$ cat config.mk
export PLATFORM = sky130hd
export DESIGN_NAME = bsg_fifos_to_axil
export DESIGN_NICKNAME = d
export VERILOG_FILES = /design/src/rtl/bsg_fifos_to_axil.sv
export SDC_FILE = /design/constraint.sdc
export NUM_CORES = 1
export LEC_CHECK = 0
export BUFFER_PORTS_ARGS = -buffer_cell sky130_fd_sc_hd__buf_4
export CAP_MARGIN = 25
export CORE_AREA = 2 2 98 100
export DETAILED_ROUTE_END_ITERATION = 8
export DIE_AREA = 0 0 100 102
export PLACE_DENSITY_LB_ADDON = 0.05
export SYNTH_ARGS = -nofsm -noshare
export SYNTH_HDL_FRONTEND = slang
export SYNTH_SLANG_ARGS = --single-unit
$ cat constraint.sdc
create_clock -name clk_i -period 3.4 [get_ports clk_i]
set_input_delay 0.68 -clock clk_i [delete_from_list [all_inputs] [get_ports clk_i]]
set_output_delay 0.68 -clock clk_i [all_outputs]
set_load 0.01 [all_outputs]
$ cat src/rtl/bsg_fifos_to_axil.sv
// AXI-Lite master: converts a ready/valid request stream into single AXI-Lite
// read/write transactions and returns each response on a ready/valid stream.
module bsg_fifos_to_axil #(
    parameter int addr_width_p           = 32,
    parameter int data_width_p           = 32,
    parameter int axil_mosi_bus_width_lp = 2*addr_width_p + data_width_p + data_width_p/8 + 5,
    parameter int axil_miso_bus_width_lp = data_width_p + 9
) (
    input  logic                              clk_i,
    input  logic                              reset_i,

    output logic [axil_mosi_bus_width_lp-1:0] m_axil_bus_o,
    input  logic [axil_miso_bus_width_lp-1:0] m_axil_bus_i,

    input  logic                              req_v_i,
    input  logic                              req_write_i,
    input  logic [addr_width_p-1:0]           req_addr_i,
    input  logic [data_width_p-1:0]           req_data_i,
    output logic                              req_ready_o,

    output logic                              resp_v_o,
    output logic                              resp_write_o,
    output logic [data_width_p-1:0]           resp_data_o,
    output logic [1:0]                        resp_err_o,
    input  logic                              resp_yumi_i,

    output logic                              busy_o
);

    typedef enum logic [2:0] {
        IDLE    = 3'd0,
        WRITE   = 3'd1,
        WR_RESP = 3'd2,
        RD_ADDR = 3'd3,
        RD_DATA = 3'd4,
        RESP    = 3'd5
    } state_e;

    // Bus packing, MSB first:
    //   mosi = {awaddr, awvalid, wdata, wstrb, wvalid, bready, araddr, arvalid, rready}
    //   miso = {awready, wready, bresp, bvalid, arready, rdata, rresp, rvalid}
    logic                    awready, wready, bvalid, arready, rvalid;
    logic [1:0]              bresp, rresp;
    logic [data_width_p-1:0] rdata;

    assign {awready, wready, bresp, bvalid, arready, rdata, rresp, rvalid} = m_axil_bus_i;

    state_e                  state_q, state_d;
    logic [addr_width_p-1:0] addr_q, addr_d;
    logic [data_width_p-1:0] data_q, data_d;
    logic                    aw_pend_q, aw_pend_d;
    logic                    w_pend_q, w_pend_d;
    logic                    resp_write_q, resp_write_d;
    logic [data_width_p-1:0] resp_data_q, resp_data_d;
    logic [1:0]              resp_err_q, resp_err_d;

    always_ff @(posedge clk_i) begin
        if (reset_i) begin
            state_q      <= IDLE;
            addr_q       <= '0;
            data_q       <= '0;
            aw_pend_q    <= 1'b0;
            w_pend_q     <= 1'b0;
            resp_write_q <= 1'b0;
            resp_data_q  <= '0;
            resp_err_q   <= '0;
        end else begin
            state_q      <= state_d;
            addr_q       <= addr_d;
            data_q       <= data_d;
            aw_pend_q    <= aw_pend_d;
            w_pend_q     <= w_pend_d;
            resp_write_q <= resp_write_d;
            resp_data_q  <= resp_data_d;
            resp_err_q   <= resp_err_d;
        end
    end

    always_comb begin
        state_d      = state_q;
        addr_d       = addr_q;
        data_d       = data_q;
        aw_pend_d    = aw_pend_q;
        w_pend_d     = w_pend_q;
        resp_write_d = resp_write_q;
        resp_data_d  = resp_data_q;
        resp_err_d   = resp_err_q;

        case (state_q)
            IDLE: begin
                if (req_v_i) begin
                    addr_d = req_addr_i;
                    data_d = req_data_i;
                    if (req_write_i) begin
                        aw_pend_d = 1'b1;
                        w_pend_d  = 1'b1;
                        state_d   = WRITE;
                    end else begin
                        state_d   = RD_ADDR;
                    end
                end
            end
            WRITE: begin
                // Each channel retires independently; leave once both have retired.
                if (aw_pend_q && awready) aw_pend_d = 1'b0;
                if (w_pend_q && wready)   w_pend_d  = 1'b0;
                if (!aw_pend_d && !w_pend_d) state_d = WR_RESP;
            end
            WR_RESP: begin
                if (bvalid) begin
                    resp_err_d   = bresp;
                    resp_write_d = 1'b1;
                    resp_data_d  = '0;
                    state_d      = RESP;
                end
            end
            RD_ADDR: begin
                if (arready) state_d = RD_DATA;
            end
            RD_DATA: begin
                if (rvalid) begin
                    resp_data_d  = rdata;
                    resp_err_d   = rresp;
                    resp_write_d = 1'b0;
                    state_d      = RESP;
                end
            end
            RESP: begin
                if (resp_yumi_i) state_d = IDLE;
            end
            default: state_d = IDLE;
        endcase
    end

    logic                        awvalid, wvalid, bready, arvalid, rready;
    logic [data_width_p/8-1:0]   wstrb;

    assign awvalid = (state_q == WRITE) && aw_pend_q;
    assign wvalid  = (state_q == WRITE) && w_pend_q;
    assign bready  = (state_q == WR_RESP);
    assign arvalid = (state_q == RD_ADDR);
    assign rready  = (state_q == RD_DATA);
    assign wstrb   = '1;

    assign m_axil_bus_o = {addr_q, awvalid, data_q, wstrb, wvalid, bready,
                           addr_q, arvalid, rready};

    assign req_ready_o  = (state_q == IDLE) && !reset_i;
    assign resp_v_o     = (state_q == RESP);
    assign resp_write_o = resp_write_q;
    assign resp_data_o  = resp_data_q;
    assign resp_err_o   = resp_err_q;
    assign busy_o       = (state_q != IDLE);

endmodule

## Word level (Yosys, flattened, before mapping)

Index checks and enable logic that the tools add are counted.

- Flip-flop bits (word level): 104
- Input port bits: 110
- Output and inout bits: 143

- Eq/ne operators: 12
- Mux-type cells: 25
- Reduce and logical (&&, ||, !) cells: 17

Operator list:

| kind | count |
|---|---|
| $mux 32 | 2 |
| $pmux 32 s2 | 1 |
| $mux 3 | 6 |
| $pmux 3 s6 | 1 |
| $ne 2x2->1 const B | 6 |
| $mux 1 | 8 |
| $eq 3x2->1 const B | 2 |
| $eq 3x3->1 const B | 2 |
| $logic_and 1x1->1 | 6 |
| $mux 2 | 3 |
| $pmux 1 s2 | 3 |
| $reduce_and 3->1 | 2 |
| $reduce_and 6->1 | 1 |
| $pmux 2 s2 | 1 |
| $reduce_bool 2->1 | 2 |
| $eq 3x1->1 const B | 1 |
| $logic_not 1->1 | 3 |
| $logic_not 3->1 | 1 |
| $reduce_bool 3->1 | 1 |
| $ne 2x1->1 const B | 1 |
| $reduce_and 2->1 | 1 |

## Longest topological paths before layout

- Depth after elaboration: 7
- Gate-level depth with buffers: 6
- Gate-level depth less buffers: 4

## Least setup slack after synthesis

No wires, ideal clock.

- Path kind: in2out
- Start point: input port reset_i
- End point: output port req_ready_o
- Arrival time: 1556 ps
- Required time: 2720 ps
- Slack: 1164 ps
- Stages on the path: 4
- Path through: clkbuf_1 > clkbuf_1 > clkbuf_1 > nor2_1

- Longest elaborated chain between the ends: 2

RTL lines:

| item | RTL line | RTL |
|---|---|---|
| start: declaration | 10 | `input logic reset_i,` |
| $logic_not 1->1 | 148 | `assign req_ready_o = (state_q == IDLE) && !reset_i;` |
| $logic_and 1x1->1 | 148 |  |
| end: declaration | 19 | `output logic req_ready_o,` |

Every way passes these cells.

## Worst setup path after layout

- Start point: register state_q[0]
- End point: output port req_ready_o

- Longest elaborated chain between the ends: 2

RTL lines:

| item | RTL line | RTL |
|---|---|---|
| start: declaration | 48 | `state_e state_q, state_d;` |
| start signal: assignment | 68 | `state_q <= state_d;` |
| $logic_not 3->1 | 148 |  |
| $logic_and 1x1->1 | 148 |  |

Every way passes these cells.

==> reports/metrics.csv <==
metric,value,unit
via-per-instance ratio,4.92,
synthesized area,4120,sq um
status,completed,
PD cells,588,nW/um^2
Synth area leader,dfxtp_1,
"Slew Viols, Final",0,
worst vdd ir,0.273,mV
post-synth cell types,32,
"EDFF count, synth",0,
CP startpoint,state_q[0],
Hold Path Class,reg2reg,
top_reg_cell synth,dfxtp_1,
first-pass GRT wire length,17000,microns
DRT antenna net count,0,
Port Buffer Count,248,
core area,9110,sq um
layout cells sized above 1,40.4,%
CP Capture Type,output port,
Die Ht,102,microns
CP Data Required Time,2.72,ns
die area,10200,sq um
Final WS setup,1.11,ns
Fin. Hold Viols,0,
antenna violations before repair,0,
Peak Freq,0.437,GHz
Final Setup Violations,0,
GRT Resource Usage Total,21.1,%
Layout Area Growth over Synthesis,42.6,%
synth cell count leaders,"nand2_1 (134), dfxtp_1 (104), a21oi_1 (68)",
post-CTS setup buffers,0,
crit start category,flip-flop,
"Seq/Total Area, Yosys",50.5,%
top area cells in the synthesized netlist,"dfxtp_1 (51%), nand2_1 (12%), buf_4 (8.6%), a21oi_1 (8.3%), a22oi_1 (5.8%)",
FF-to-FF setup slack,1.39,ns
filler instances,801,
Worst-path clk slew,0.09,ns
starting DRC count in detailed routing,108,
Yosys top cell area share,50.5,%
number of diodes,0,
crit path to,req_ready_o,
clock sinks,104,
RR Endpoint,resp_err_o[0],
placer congestion estimate,0.760,
DRT Pass-1 Iters,5,
HPWL Detailed,8300,microns
Setup TNS Final,0,ns
dpl ws,1.21,ns
# rows,35,
most instantiated library cell after synthesis,nand2_1,
Final nets,793,
DR WL/cell,14.4,microns
Design Power,3450,uW
WL final,11500,microns
TritonCTS clock tree,yes,
vias in the first global route,3545,
number of max-cap violations,0,
total number of H-tree levels,3,
RR Startpoint,state_q[1],
# DRC,0,
YS warnings,0,
CTS Buf Count,9,
type of the worst setup path,reg2out,
CTS resizes,0,
Congestion Overflow GR,0,
RSZ-0062 raised after global routing,false,
ys async rst share,0,%
die width,100,microns
latest clock arrival within the worst-skew pair,0.36,ns
"Hold-fix buffers, CTS",0,
clk_skew,0.0105,ns
Period minus WS final,2.29,ns
Clk Tree Root Cell,clkbuf_8,
worst-path maximum fanout,14,
post-synthesis instance total,490,
LEAKAGE,0.00273,uW
WP data arrival,1.61,ns
R2R depth,4,
vias post-DR,3928,
Rel. slew slack,38.6,%
Post-Syn Area per Cell,8.41,sq um
initial core utilization,45.2,%
Synth Register Bits,104,
IO Count,253,
fin util,64.5,%
largest net degree at the start of global routing,65,
Slew @ Worst Pin,0.918,ns
Clock Path Buffers,2,
final cycle utilization of the critical path,67.3,%
## worst min-delay path by stage
stage            endpoint  depth (start not counted)  slack [ns]  startpoint
6_report       data_q[21]                          2        0.46  data_q[21]
5_1_grt        data_q[31]                          2        0.48  data_q[31]
4_1_cts        data_q[31]                          2        0.46  data_q[31]
3_5_place_dp   data_q[31]                          2        0.45  data_q[31]
3_3_place_gp   data_q[12]                          2        0.44  data_q[12]
2_1_floorplan   aw_pend_q                          2        0.46   aw_pend_q
## layout by cell type (no fill, tap or decap)
cell	count
a22oi_1	32
and3b_1	2
a211oi_1	2
o311ai_2	1
nand3_1	2
nor3b_4	1
nand2b_1	2
o21ai_4	1
dfxtp_1	104
nand2b_4	1
nor3_4	1
nor2_1	36
nor3b_2	1
nand3_2	1
o21ai_0	3
clkinvlp_4	3
clkbuf_1	1
and3_1	2
inv_2	1
inv_1	2
inv_6	2
mux2i_1	3
a311oi_1	1
a31oi_1	1
nor2_2	1
nor2b_1	5
and2_1	3
a21oi_1	68
mux2_1	2
nand2_1	134
buf_4	254
conb_1	4
clkbuf_8	10
a41o_1	1
## cell type report
| cell class | instances | area (sq um) | share of cell area [%] |
|---|---|---|---|
| clock buffer | 11 | 141 | 2.41 |
| tap | 111 | 139 | 2.36 |
| sequential | 104 | 2080 | 35.4 |
| multi-input combinational | 311 | 1550 | 26.5 |
| timing repair buffer | 254 | 1910 | 32.5 |
| clock inverter | 5 | 40.0 | 0.682 |
| inverter | 3 | 11.3 | 0.192 |
## flip-flops by register name (all words and copies together), names as in the netlist
register / count
w_pend_q: 1
state_q: 3
resp_err_o: 2
data_q: 32
aw_pend_q: 1
resp_write_o: 1
resp_data_o: 32
addr_q: 32
## layer usage
layer / vias up / global-route usage [%] / part of all wire [%]
met5: - / 0 / 0
met3: 14 / 6.77 / 9.6
met2: 190 / 37.0 / 50
met4: 0 / 9.91 / 2.0
li1: 1949 / - / -
met1: 1775 / 23.4 / 38
## through the flow
step	cell area, sq um	std cells	hold WS (ns)
2_1_floorplan	4130	493	0.458
4_1_cts	5870	799	0.461
3_3_place_gp	5690	783	0.443
5_1_grt	5870	799	0.480
6_report	5870	799	0.460
3_5_place_dp	5690	783	0.447
## kinds of logic after synthesis
kind of cell           count (synthesis)  share of synthesized area (%)
other                                  1                         0.0910
buffers and inverters                 78                           12.3
AND/OR/NAND/NOR                      192                           19.6
AO/OA/AOI/OAI                        110                           16.2
multiplexers                           5                           1.28
flip-flops                           104                           50.5
## where the power goes
part / total (uW) / switching, uW / internal, uW
sequential: 1530 / 141 / 1390
clock: 709 / 416 / 292
combinational: 1210 / 649 / 565
## worst max-delay path, cell delays in order (launching register included)
cell,delay [ns]
dfxtp_1,0.69
inv_2,0.23
nand2_1,0.15
nor2_1,0.05
buf_4,0.13
No activity file was read; power rests on OpenSTA's default activity.
